**src/rtl/acc_burst_sequencer.sv**
```systemverilog
// Command sequencer for the selectable-adder / feedback-accumulator datapath:
// clears the accumulator, streams N operand pairs, then returns the final sum.
module acc_burst_sequencer #(
  parameter int DATA_W = 3,
  parameter int SEL_W  = 2,
  parameter int ACC_W  = 6,
  parameter int CNT_W  = 4
) (
  input  logic              clk,
  input  logic              i_rst_n,
  input  logic              i_start,
  input  logic [CNT_W-1:0]  i_count,
  input  logic [SEL_W-1:0]  i_op_sel,
  output logic              o_busy,
  input  logic              i_op_valid,
  input  logic [DATA_W-1:0] i_op_a,
  input  logic [DATA_W-1:0] i_op_b,
  output logic              o_op_ready,
  output logic [DATA_W-1:0] o_dp_data1,
  output logic [DATA_W-1:0] o_dp_data2,
  output logic [SEL_W-1:0]  o_dp_sel,
  output logic              o_dp_rst_n,
  input  logic [ACC_W-1:0]  i_dp_acc,
  input  logic              i_dp_overflow,
  output logic              o_res_valid,
  output logic [ACC_W-1:0]  o_res_data,
  output logic              o_res_overflow,
  input  logic              i_res_ready
);

  typedef enum logic [2:0] {
    S_IDLE,
    S_CLEAR,
    S_RUN,
    S_DRAIN,
    S_DONE
  } state_t;

  state_t             state;
  state_t             state_n;
  logic [SEL_W-1:0]   sel_q;
  logic [CNT_W-1:0]   cnt_q;
  logic               dp_rst_q;
  logic               sticky_q;
  logic [ACC_W-1:0]   res_data_q;
  logic               res_ovf_q;
  logic               accept;

  assign o_busy         = (state != S_IDLE);
  assign o_op_ready     = (state == S_RUN);
  assign o_res_valid    = (state == S_DONE);
  assign accept         = i_op_valid & o_op_ready;
  assign o_dp_sel       = sel_q;
  assign o_dp_rst_n     = dp_rst_q;
  assign o_res_data     = res_data_q;
  assign o_res_overflow = res_ovf_q;

  // Zero operands outside accepted beats keep the accumulator still.
  assign o_dp_data1 = accept ? i_op_a : '0;
  assign o_dp_data2 = accept ? i_op_b : '0;

  always_comb begin
    state_n = state;
    unique case (state)
      S_IDLE:  if (i_start) state_n = S_CLEAR;
      S_CLEAR: state_n = (cnt_q != '0) ? S_RUN : S_DRAIN;
      S_RUN:   if (accept && cnt_q == CNT_W'(1)) state_n = S_DRAIN;
      S_DRAIN: state_n = S_DONE;
      S_DONE:  if (i_res_ready) state_n = S_IDLE;
      default: state_n = S_IDLE;
    endcase
  end

  always_ff @(posedge clk or negedge i_rst_n) begin
    if (!i_rst_n) begin
      state    <= S_IDLE;
      dp_rst_q <= 1'b0;
    end else begin
      state    <= state_n;
      dp_rst_q <= (state_n != S_CLEAR);
    end
  end

  always_ff @(posedge clk or negedge i_rst_n) begin
    if (!i_rst_n) begin
      sel_q <= '0;
      cnt_q <= '0;
    end else if (state == S_IDLE && i_start) begin
      sel_q <= i_op_sel;
      cnt_q <= i_count;
    end else if (accept) begin
      cnt_q <= cnt_q - CNT_W'(1);
    end
  end

  // Overflow pulses from the datapath are folded in until the capture.
  always_ff @(posedge clk or negedge i_rst_n) begin
    if (!i_rst_n) begin
      sticky_q   <= 1'b0;
      res_data_q <= '0;
      res_ovf_q  <= 1'b0;
    end else begin
      if (state == S_CLEAR)
        sticky_q <= 1'b0;
      else if (state == S_RUN)
        sticky_q <= sticky_q | i_dp_overflow;
      if (state == S_DRAIN) begin
        res_data_q <= i_dp_acc;
        res_ovf_q  <= sticky_q | i_dp_overflow;
      end
    end
  end

endmodule
```
**config.mk**
```make
export PLATFORM = sky130hd
export DESIGN_NAME = acc_burst_sequencer
export DESIGN_NICKNAME = d
export VERILOG_FILES = /design/src/rtl/acc_burst_sequencer.sv
export SDC_FILE = /design/constraint.sdc
export NUM_CORES = 1
export LEC_CHECK = 0
export ABC_AREA = 1
export BUFFER_PORTS_ARGS = -buffer_cell sky130_fd_sc_hd__buf_2
export CAP_MARGIN = 20
export CELL_PAD_IN_SITES_DETAIL_PLACEMENT = 0
export CELL_PAD_IN_SITES_GLOBAL_PLACEMENT = 1
export CORE_MARGIN = 4
export CORE_UTILIZATION = 34
export DETAILED_ROUTE_END_ITERATION = 12
export PLACE_DENSITY = 0.94
export SLEW_MARGIN = 20
export SYNTH_ARGS = -nofsm -noshare
export SYNTH_HDL_FRONTEND = slang
export SYNTH_SLANG_ARGS = --single-unit
```
**constraint.sdc**
```tcl
create_clock -name clk -period 2.3 [get_ports clk]
set_clock_uncertainty 0.15 [all_clocks]
set_input_delay 0.115 -clock clk [delete_from_list [all_inputs] [get_ports clk]]
set_output_delay 0.115 -clock clk [all_outputs]
set_load 0.02 [all_outputs]
```
==> flow_summary.yaml <==
status:
  status: "complete, no violations"
synth:
  syn-instance-count: 114
  syn_avg_cell_area_um2: 8.07
  synth_seq_cells: 18
  synthSimpleGateAreaFrac: 0.336
  synth_xor_area_frac: 0
  yosys_warnings: 0
  ys_seq_area_frac: 0.490
  synth-adder-area-share: 0.0408
  synth_nets: 141
  synth_cell_types: 19
  synth_mux_area_frac: 0
  synth_top_family_by_area: "simple AND/OR/NAND/NOR gates"
  synth_area_um2: 920
  synth_compound_area_frac: 0.0422
place:
  placedCellCount: 185
  place_area_um2: 1160
  place.gp.congestion: 0.746
  dp_slack_ps: 881
  portBuffers: 42
  dp_hpwl_um: 1630
cells_and_area:
  utilization: 0.532
  fillCellCount: 240
  syn2layout_area_growth_pct: 46.0
  fin_cells: 204
  drive_gt1_frac: 0.322
  multi_input_area_um2: 385
  final_cell_mix: "nand2_1, buf_2, dfrtp_1"
  regArea_um2: 450
  fin_area_um2: 1340
  finalNetCount: 202
  antennaDiodeCount: 0
timing:
  worstMarginPinSlew_ps: 409
  post-route-min-period_ps: 1760
  hold_slack_ps: 14.3
  finalCritPeriodShare: 0.766
  slew_violations: 0
  hold_violations: 0
  fmax_ghz: 0.567
  max_slew_margin: 0.727
  setup_tns_ps: 0
  rsz0062_at_grt: "false"
  setup_viol: 0
  setup_slack_ps: 537
clocking:
  cts_buffer_depth: 2
  clk-insertion-delay-late_ps: 290
  ctsResizeCount: 0
  cts_root_buffer: "clkbuf_4"
  cts_inserted_buffers: 3
  post_cts_buffers: 0
  clock-sinks: 18
  hold_buffers: 15
  cts_htree_levels: 1
  tritoncts: "built"
  path_clk_slew_ps: 100
grt:
  groute.usage.overall: 0.140
  antenna_found_initial: 0
  grt_pass1_wl_um: 3890
  grt_overflow: 0
  grt_pass1_vias: 938
  grt_start_max_net_pins: 19
route:
  first_pass_iters: 4
  initialDrtViolationCount: 4
  vias: 916
  antenna_left: 0
  drc: 0
  routed_wl_um: 2290
  wire_per_inst_um: 11.2
  viasPerCell: 4.49
power_and_ir_drop:
  p_per_area_nw_per_um2: 1200
  total_power_mw: 1.61
  peakVddDrop_mv: 0.673
  leakagePower_nw: 0.786
floorplanning:
  core.rowCount: 18
  ios: 43
  dieArea_um2: 3600
  coreArea_um2: 2520
  die_x_um: 60.0
  die_h_um: 60.0
  start_util: 0.365
flow_run:
  drv_cap: 0
critical_path:
  path_class: "flop to primary output"
  critical_path_required_ps: 2040
  critPathMaxFanout: 11
  start_kind: "flop"
  endpoint_kind: "primary output"
  crit_arrival_ps: 1500
hold_path:
  hold_path.class: "input pin to flop"
## cell usage after synthesis (all sizes together)
library cell,count,area share
nand4,4,0.034
ha,3,0.041
nand2,43,0.18
clkinv,1,0.0095
inv,17,0.069
o211ai,2,0.016
nor2,13,0.061
a21oi,1,0.0054
dfrtp,18,0.49
buf,1,0.012
nand3,8,0.063
o21ai,3,0.020
## critical path, stage by stage, from the launching register on
cell	delay [ps]
dfrtp_1	470
inv_1	120
nand4_2	260
nor2_1	170
buf_2	190
## per-layer routing
| metal | part of all wire | track usage |
|---|---|---|
| met3 | 0.050 | 0.0302 |
| met1 | 0.41 | 0.154 |
| met2 | 0.51 | 0.259 |
| met4 | 0.033 | 0.0538 |
| met5 | 0 | 0 |
## path summary, 6_finish.rpt
path | from | to | slack, ps | depth (start not counted)
min reg2reg | o_res_data[1]$_DFFE_PN0N_ | o_res_data[1]$_DFFE_PN0N_ | 340 | 2
min in group asynchronous | i_rst_n | cnt_q[1]$_DFFE_PN0P_ | 130 | 2
max in group asynchronous | i_rst_n | state[2]$_DFF_PN0_ | 1580 | 2
max | state[0]$_DFF_PN0_ | o_dp_data1[1] | 540 | 4
max reg2reg | state[0]$_DFF_PN0_ | cnt_q[3]$_DFFE_PN0P_ | 880 | 6
min | i_start | o_dp_rst_n$_DFF_PN0_ | 10 | 2
## area by class of cell
cell class,count,share of cell area
clock buffers,4,0.0270
repair buffers,57,0.268
inverters,18,0.0541
multi-input cells,77,0.287
flip-flops and latches,18,0.336
well taps,30,0.0280
## state kept, by name, summed over array words and instances (netlist names)
| name | cells |
|---|---|
| cnt_q | 4 |
| o_dp_rst_n | 1 |
| o_dp_sel | 2 |
| o_res_data | 6 |
| o_res_overflow | 1 |
| state | 3 |
| sticky_q | 1 |
## power breakdown
group / leakage [nW] / internal [mW] / switching, mW
combinational: 0.544 / 0.302 / 0.542
clock: 0.0210 / 0.0963 / 0.0935
sequential: 0.221 / 0.466 / 0.114
total: 0.786 / 0.864 / 0.750
## kinds of logic after synthesis
group,count (synthesis)
AOI/OAI and AO/OA,6
adders and majority gates,3
buffers and inverters,19
DFF,18
and+or+nand+nor,68
No activity file was read; power rests on OpenSTA's default activity.
